## src/rtl/relobi_fault_monitor.sv

```systemverilog
// relobi_fault_monitor: aggregates {uncorrectable, corrected} fault flags from
// reliable-OBI components into saturating counters, a sticky health state,
// a first-uncorrectable capture and a threshold/failure interrupt.
module relobi_fault_monitor #(
    parameter int unsigned NumSources = 16,
    parameter int unsigned CntWidth   = 16,
    parameter bit          RegInputs  = 1'b1,
    parameter int unsigned IdxWidth   = (NumSources > 1) ? $clog2(NumSources) : 1
) (
    input  logic                       clk_i,
    input  logic                       rst_ni,
    input  logic [NumSources-1:0][1:0] fault_i,
    input  logic [NumSources-1:0]      mask_i,
    input  logic                       clear_i,
    input  logic [CntWidth-1:0]        threshold_i,
    output logic [CntWidth-1:0]        corr_cnt_o,
    output logic [CntWidth-1:0]        uncorr_cnt_o,
    output logic [1:0]                 state_o,
    output logic                       first_valid_o,
    output logic [IdxWidth-1:0]        first_idx_o,
    output logic                       irq_o
);

    localparam int unsigned PopWidth = $clog2(NumSources + 1);
    localparam int unsigned SumWidth = CntWidth + PopWidth;
    localparam logic [CntWidth-1:0] CntMax = '1;

    typedef enum logic [1:0] {
        StOk   = 2'd0,
        StCorr = 2'd1,
        StFail = 2'd2
    } state_e;

    logic [NumSources-1:0][1:0] src_w;
    logic [NumSources-1:0][1:0] f_w;
    logic [PopWidth-1:0]        nc_w;
    logic [PopWidth-1:0]        nu_w;
    logic [IdxWidth-1:0]        low_idx_w;

    logic [CntWidth-1:0] corr_q, corr_d;
    logic [CntWidth-1:0] uncorr_q, uncorr_d;
    state_e              state_q, state_d;
    logic                first_valid_q, first_valid_d;
    logic [IdxWidth-1:0] first_idx_q, first_idx_d;
    logic                irq_q, irq_d;

    // Optional input stage; intentionally not affected by clear so in-flight faults survive it.
    generate
        if (RegInputs) begin : g_reg_in
            logic [NumSources-1:0][1:0] fault_q;

            // Capture raw fault flags one cycle before evaluation.
            always_ff @(posedge clk_i or negedge rst_ni) begin
                if (!rst_ni) begin
                    fault_q <= '0;
                end else begin
                    fault_q <= fault_i;
                end
            end

            assign src_w = fault_q;
        end else begin : g_direct_in
            assign src_w = fault_i;
        end
    endgenerate

    // Masking happens at evaluation time so a late mask still hides a registered fault.
    always_comb begin
        f_w = '0;
        for (int unsigned i = 0; i < NumSources; i++) begin
            f_w[i] = mask_i[i] ? 2'b00 : src_w[i];
        end
    end

    // Per-cycle event counts; a source with both bits set counts in both.
    always_comb begin
        nc_w = '0;
        nu_w = '0;
        for (int unsigned i = 0; i < NumSources; i++) begin
            nc_w = nc_w + PopWidth'(f_w[i][0]);
            nu_w = nu_w + PopWidth'(f_w[i][1]);
        end
    end

    // Lowest-index source currently flagging an uncorrectable fault.
    always_comb begin
        low_idx_w = '0;
        for (int i = int'(NumSources) - 1; i >= 0; i--) begin
            if (f_w[i][1]) begin
                low_idx_w = IdxWidth'(i);
            end
        end
    end

    // Widen before adding so the sum cannot wrap, then clamp at all-ones.
    function automatic logic [CntWidth-1:0] sat_add(input logic [CntWidth-1:0] a,
                                                    input logic [PopWidth-1:0] n);
        logic [SumWidth-1:0] s;
        s = SumWidth'(a) + SumWidth'(n);
        return (s > SumWidth'(CntMax)) ? CntMax : s[CntWidth-1:0];
    endfunction

    // Next-state: clear restarts from the reset values, then the same-cycle faults are applied.
    always_comb begin
        logic [CntWidth-1:0] corr_base;
        logic [CntWidth-1:0] uncorr_base;
        state_e              state_base;
        logic                valid_base;

        corr_base     = clear_i ? {CntWidth{1'b0}} : corr_q;
        uncorr_base   = clear_i ? {CntWidth{1'b0}} : uncorr_q;
        state_base    = clear_i ? StOk : state_q;
        valid_base    = clear_i ? 1'b0 : first_valid_q;

        corr_d        = sat_add(corr_base, nc_w);
        uncorr_d      = sat_add(uncorr_base, nu_w);

        state_d       = state_base;
        if (nu_w != '0) begin
            state_d = StFail;
        end else if ((state_base == StOk) && (nc_w != '0)) begin
            state_d = StCorr;
        end

        first_valid_d = valid_base;
        first_idx_d   = clear_i ? {IdxWidth{1'b0}} : first_idx_q;
        if (!valid_base && (nu_w != '0)) begin
            first_valid_d = 1'b1;
            first_idx_d   = low_idx_w;
        end

        irq_d = (state_d == StFail) ||
                ((threshold_i != '0) && (corr_d >= threshold_i));
    end

    // Monitor state registers; every output comes straight from one of these.
    always_ff @(posedge clk_i or negedge rst_ni) begin
        if (!rst_ni) begin
            corr_q        <= '0;
            uncorr_q      <= '0;
            state_q       <= StOk;
            first_valid_q <= 1'b0;
            first_idx_q   <= '0;
            irq_q         <= 1'b0;
        end else begin
            corr_q        <= corr_d;
            uncorr_q      <= uncorr_d;
            state_q       <= state_d;
            first_valid_q <= first_valid_d;
            first_idx_q   <= first_idx_d;
            irq_q         <= irq_d;
        end
    end

    assign corr_cnt_o    = corr_q;
    assign uncorr_cnt_o  = uncorr_q;
    assign state_o       = state_q;
    assign first_valid_o = first_valid_q;
    assign first_idx_o   = first_idx_q;
    assign irq_o         = irq_q;

`ifndef SYNTHESIS
    // Control inputs must be driven once out of reset.
    a_clear_known : assert property (@(posedge clk_i) disable iff (!rst_ni) !$isunknown(clear_i));
    a_thresh_known : assert property (@(posedge clk_i) disable iff (!rst_ni) !$isunknown(threshold_i));
`endif

endmodule

```

## config.mk

```make
export PLATFORM = sky130hd
export DESIGN_NAME = relobi_fault_monitor
export DESIGN_NICKNAME = d
export VERILOG_FILES = /design/src/rtl/relobi_fault_monitor.sv
export SDC_FILE = /design/constraint.sdc
export NUM_CORES = 1
export LEC_CHECK = 0
export CORE_ASPECT_RATIO = 1.2
export CORE_MARGIN = 4
export CORE_UTILIZATION = 26
export CTS_CLUSTER_DIAMETER = 40
export DETAILED_ROUTE_END_ITERATION = 8
export GPL_ROUTABILITY_DRIVEN = 0
export HOLD_SLACK_MARGIN = 0.03
export MAX_ROUTING_LAYER = met4
export PLACE_DENSITY = 0.53
export SYNTH_ARGS = -nofsm -noshare
export SYNTH_HDL_FRONTEND = slang
export SYNTH_SLANG_ARGS = --single-unit
export TNS_END_PERCENT = 5
```

## constraint.sdc

```tcl
create_clock -name clk_i -period 17.6 [get_ports clk_i]
set_input_delay 1.76 -clock clk_i [delete_from_list [all_inputs] [get_ports clk_i]]
set_output_delay 1.76 -clock clk_i [all_outputs]
set_load 0.01 [all_outputs]
```

# [After elaboration in Yosys (flattened, before gate mapping)]
# Cells that the tools add are included.
[op_classes] add_sub_neg=32 n_mul=0 div=0 n_lt_le_gt_ge=3 eq_ne=1 shifts=0 muxes=43 bitwise=0 reduce_logical=10
[ops] operator="5-bit by 1-bit adder with 5-bit output" count=22
[ops] operator="4-bit two-way mux" count=18
[ops] operator="16-bit two-way mux" count=4
[ops] operator="2-bit two-way mux" count=19
[ops] operator="16-bit by 5-bit adder with 17-bit output" count=2
[ops] operator="17-bit by 16-bit greater-than comparator with 1-bit output (second input constant)" count=2
[ops] operator="16-bit >= comparator" count=1
[ops] operator="16-bit nonzero test" count=1
[ops] operator="4-bit by 1-bit adder with 5-bit output" count=2
[ops] operator="5-bit nonzero test" count=2
[ops] operator="3-bit by 1-bit adder with 4-bit output" count=2
[ops] operator="2-bit by 1-bit adder with 3-bit output" count=2
[ops] operator="1-bit by 1-bit adder with 2-bit output" count=2
[ops] operator="1-bit logical AND" count=3
[ops] operator="2-bit equality test (second input constant)" count=1
[ops] operator="2-bit logical NOT" count=1
[ops] operator="1-bit two-way mux" count=2
[ops] operator="2-bit nonzero test" count=1
[ops] operator="1-bit logical NOT" count=1
[ops] operator="1-bit logical OR" count=1
[word_totals] regBits=72 latch_bits=0 mem_bits_rw=0 romBits=0 inputBits=67 output_inout_bits=40 wordCells=111 n_memories=0

# [Longest topological paths before layout]
[logic_depth] ltp_word=22 mapped_depth=26 ltp_nobuf=25

# [Worst setup path before layout]
# OpenSTA, ideal clock, no wires.
[synth_timing] path_kind="in2reg" startpoint="input port mask_i[5]" endpoint="register irq_q (netlist: irq_o)" setup_ns=0.140 t_arrival_ns=7.201 setup_slack_ns=10.259 stages=23 path_cell_list="nand2b_1 fa_1 fa_1 fa_1 inv_1 fa_1 ha_1 inv_1 fa_1 inv_1 fa_1 a211o_1 a21oi_2 nor2_1 nand3_1 buf_2 nand2_1 ha_1 a21o_1 a31oi_1 o21ai_0 a211oi_1 o221ai_1"
[synth_between] elab_chain_len=18 elab_cells_between_ends=35 classes_between="add/sub: 23; order compare: 2; eq/ne: 1; mux: 4; reduce/logical: 5"
[synth_rtl] element="start: declaration" line="13" rtl="input logic [NumSources-1:0] mask_i,"
[synth_rtl] element="2-bit two-way mux (*)" line="71" rtl="f_w[i] = mask_i[i] ? 2'b00 : src_w[i];"
[synth_rtl] element="5-bit by 1-bit adder with 5-bit output (*) (11 in a row)" line="80" rtl="nc_w = nc_w + PopWidth'(f_w[i][0]);"
[synth_rtl] element="16-bit by 5-bit adder with 17-bit output (*)" line="99" rtl="s = SumWidth'(a) + SumWidth'(n);"
[synth_rtl] element="17-bit by 16-bit greater-than comparator with 1-bit output" line="100" rtl="return (s > SumWidth'(CntMax)) ? CntMax : s[CntWidth-1:0];"
[synth_rtl] element="16-bit two-way mux (*)" line="100"
[synth_rtl] element="via corr_d[2]" line="40" rtl="logic [CntWidth-1:0] corr_q, corr_d;"
[synth_rtl] element="16-bit >= comparator (*)" line="133" rtl="((threshold_i != '0) && (corr_d >= threshold_i));"
[synth_rtl] element="1-bit logical AND (*)" line="133"
[synth_rtl] element="1-bit logical OR (*)" line="132" rtl="irq_d = (state_d == StFail) ||"
[synth_rtl] element="via irq_d" line="45" rtl="logic irq_q, irq_d;"
[synth_rtl] element="end signal: assignment" line="151" rtl="irq_q <= irq_d;"
[synth_rtl] element="end: declaration" line="45"
# Mark *: on every way through the listed nets, which the timed path passes. The rest lies on a longest branch.
# A chain may end at the register's enable or synchronous reset.

# [Worst setup path in the final report]
[layout_timing] startpoint="input port mask_i[0]" endpoint="register irq_q (netlist: irq_o)"
[layout_between] elab_chain_len=22 elab_cells_between_ends=43 classes_between="add/sub: 31; order compare: 2; eq/ne: 1; mux: 4; reduce/logical: 5"
[layout_rtl] element="2-bit two-way mux (*)" line="71"
[layout_rtl] element="1-bit by 1-bit adder with 2-bit output (*)" line="80"
[layout_rtl] element="2-bit by 1-bit adder with 3-bit output (*)" line="80"
[layout_rtl] element="3-bit by 1-bit adder with 4-bit output (*)" line="80"
[layout_rtl] element="4-bit by 1-bit adder with 5-bit output (*)" line="80"
[layout_rtl] element="5-bit by 1-bit adder with 5-bit output (*) (11 in a row)" line="80"
[layout_rtl] element="16-bit by 5-bit adder with 17-bit output (*)" line="99"
[layout_rtl] element="17-bit by 16-bit greater-than comparator with 1-bit output" line="100"
[layout_rtl] element="16-bit two-way mux (*)" line="100"
[layout_rtl] element="via corr_d[2]" line="40"
[layout_rtl] element="16-bit >= comparator (*)" line="133"
[layout_rtl] element="1-bit logical AND (*)" line="133"
[layout_rtl] element="1-bit logical OR (*)" line="132"
[layout_rtl] element="via irq_d" line="45"
# Marks and branches as above.

==> metrics.md <==
| Metric | Value |
|---|---|
| Period minus WS final | `about 8.1 ns` |
| Number of synthesized flops with an enable pin | `0` |
| Critical Path Sink Type | `flip-flop` |
| Die area | `0.0200 mm²` |
| PD cells | `118 mW/mm²` |
| Crit-path max FO | `13` |
| FILL cells | `about 1800` |
| First-pass GRT wire length | `20.5 mm` |
| Final setup vio count | `0` |
| Max Slew Vio Count | `0` |
| DR vias/cell | `4.67` |
| Crit Path Category | `input port to flip-flop` |
| Setup Buffers After CTS | `0` |
| Post-DP Area | `0.00593 mm²` |
| TritonCTS clock tree | `yes` |
| Slew at the pin closest to its max-slew limit | `between 0.9 and 1 ns` |
| PostCTS Resize Cnt | `0` |
| Initial Utilization | `0.264` |
| # IOs | `between 100 and 150` |
| Die W | `about 130 µm` |
| Startpoint Class | `input port` |
| Most common cell after layout, fill and taps aside | `clkdlybuf4s50_1` |
| Worst hold-check path type | `flip-flop to flip-flop` |
| Antenna diodes | `0` |
| Slowest CP cell | `fa_1` |
| Vias post-DR | `3720` |
| Most frequent cell on the critical path | `fa_1` |
| Syn nets | `between 500 and 600` |
| Leakage Power | `0.00288 µW` |
| Final cycle utilization of the critical path | `0.458` |
| Final antenna-violating net count | `0` |
| Initial antenna violation count | `0` |
| Final Hold Vio Count | `0` |
| Hold_buf cts | `0` |
| Commonest non-fill, non-tap cells in the layout | `clkdlybuf4s50_1, dfrtp_1, inv_1` |
| H-tree levels | `3` |
| Worst Hold Depth | `1` |
| Crit path arrival time | `8.25 ns` |
| Layout net count | `696` |
| Warnings from Yosys | `0` |
| Worst-case clock buffer depth | `2` |
| Worst-path cell chain | `clkdlybuf4s50_1, nor2b_1, fa_1, inv_1, fa_1, fa_1, inv_1, fa_1, ha_1, inv_1, fa_1, inv_1, fa_1, a211o_1, a21oi_2, nor2_1, nand3_1, nand2_1, ha_1, a21o_1, a31oi_1, o21ai_0, a211oi_1, o221ai_1` |
| Buffers & Inverters on Critical Path | `5` |
| Max transition margin | `0.378` |
| VDD IR max | `about 0.048 mV` |
| Async SR Flop Fraction | `1.00` |
| Crit path largest cell delay | `around 0.56 ns` |
| Maximum number of pins on one net before global-route repair | `73` |
| Clock latency at the later pin of the worst-skew pair | `0.34 ns` |
| Status | `complete, no violations` |
| RSZ-0062 raised after global routing | `no` |
| Total number of cells along the worst setup path | `24` |
| TritonCTS buffer count | `9` |
| Port buffer count | `about 110` |
| DRC | `0` |
| Clock root cell | `clkbuf_16` |
| Synth Instances | `458` |
| Average cell area after synthesis | `~10 µm²` |
| Post-Synthesis Cell Area | `roughly 0.0046 mm²` |
| WL per Instance | `around 16 µm` |
| FF+latch count, synth | `just over 70` |
| Worst EP required | `about 18 ns` |
| DRT Wirelength | `between 10 and 15 mm` |
| Final Cell Area | `roughly 0.0062 mm²` |
| Vias in the first global route | `between 3000 and 4000` |
| 1st-pass router iterations | `4` |
| Worst reg-to-reg path cell count | `23` |
| Worst Skew | `just over 0.01 ns` |
| CP top delay family | `adder cells` |
| Die Ht | `about 150 µm` |
| Gr usage total | `0.135` |
| Main synth FF type | `dfrtp_1` |
| Core Box Area | `between 0.015 and 0.02 mm²` |
| Seq/Total Area, Yosys | `0.390` |
| Synth cell types | `58` |
| Clk slew on worst S/H paths | `0.06 ns` |
| Iteration-0 DRC Markers | `about 180` |
| Setup_tns | `0 ns` |
| Grt total ovfl | `0` |
| P&R area growth vs syn | `35.2%` |
| FP Rows | `between 50 and 60` |
| Post-DP HPWL | `about 10 mm` |
| Sink Count | `72` |
| Fmax | `124 MHz` |
| Max-cap violations | `0` |
| Fraction of layout cells with a size suffix above 1 | `0.0538` |
per-layer routing:
layer	GRT usage	routed length [µm]
met5	-	0
met4	0.0450	217
met3	0.0243	687
met2	0.218	6230
met1	0.171	5650
final timing paths:
| check | from | to | slack [ns] |
|---|---|---|---|
| max in group asynchronous | rst_ni | corr_cnt_o[11]$_DFF_PN0_ | 15.34 |
| worst min register to register | first_idx_o[2]$_DFFE_PN0P_ | first_idx_o[2]$_DFFE_PN0P_ | 0.51 |
| min in group asynchronous | rst_ni | g_reg_in.fault_q[21]$_DFF_PN0_ | 1.63 |
| worst max-delay path | mask_i[0] | irq_o$_DFF_PN0_ | 9.54 |
| worst max register to register | g_reg_in.fault_q[0]$_DFF_PN0_ | irq_o$_DFF_PN0_ | 11.03 |
| worst min-delay path | first_idx_o[2]$_DFFE_PN0P_ | first_idx_o[2]$_DFFE_PN0P_ | 0.51 |
kinds of logic after synthesis:
| logic type | after synthesis | synth area share |
|---|---|---|
| AOI/OAI and AO/OA | 91 | 0.135 |
| buffers and inverters | 57 | 0.0474 |
| adders and majority gates | 58 | 0.193 |
| xor gates and xnor gates | 19 | 0.0361 |
| DFF | 72 | 0.390 |
| and+or+nand+nor | 158 | 0.192 |
| muxes | 3 | 0.00651 |
registers in the layout, summed over array words and instances, names as in the netlist:
register and count:
first_idx_o 4, irq_o 1, corr_cnt_o 16, g_reg_in.fault_q 32, uncorr_cnt_o 16, state_o 2
first_valid_o 1
synthesized netlist by cell type (3+ instances only):
master / instances / area (µm²)
dfrtp_1: 72 / 1800
inv_1: 50 / 188
nor2b_1: 38 / 238
ha_1: 36 / 450
nand2_1: 34 / 128
fa_1: 22 / 440
nand2b_1: 18 / 113
o21ai_1: 17 / 85.1
a21oi_1: 15 / 75.1
nor2_1: 15 / 56.3
xnor2_1: 13 / 114
a21o_1: 9 / 67.6
nand3_1: 9 / 45.0
nor3_1: 9 / 45.0
a211oi_1: 8 / 60.1
o21ai_0: 7 / 35.0
o21a_1: 6 / 45.0
xor2_1: 6 / 52.6
and2_1: 5 / 31.3
nor4_1: 5 / 31.3
buf_2: 4 / 20.0
nand4_1: 4 / 25.0
a31oi_1: 3 / 18.8
and3_1: 3 / 18.8
and4_1: 3 / 26.3
mux2i_1: 3 / 30.0
o211ai_1: 3 / 22.5
or3_1: 3 / 18.8
cell type report:
type,instances,area [µm²],area share
Clock inverter,6,66.3,0.0106
Inverter,51,191,0.0307
Multi-Input combinational cell,329,2590,0.416
Tap cell,220,275,0.0441
Timing Repair Buffer,108,1070,0.172
Clock buffer,10,239,0.0383
Sequential cell,72,1800,0.289
per-stage QoR:
| stage | power, µW | cells | hold WS [ns] | util | setup WS, ns |
|---|---|---|---|---|---|
| after floorplan | 427 | 458 | 0.532 | - | 10.26 |
| final | 736 | 796 | 0.511 | 0.356 | 9.54 |
| after global placement | 547 | 780 | 0.495 | 0.339 | 9.26 |
| after detailed placement | 556 | 780 | 0.506 | 0.339 | 9.16 |
| after global routing | 799 | 796 | 0.534 | 0.356 | 9.09 |
| after CTS | 750 | 796 | 0.518 | 0.356 | 9.49 |
power breakdown:
group	switching, µW	internal (µW)	total (µW)
Combinational	185	161	346
Clock	74.1	114	188
Sequential	11.9	190	202
Total	271	465	736
(Power assumes the default switching activity.)
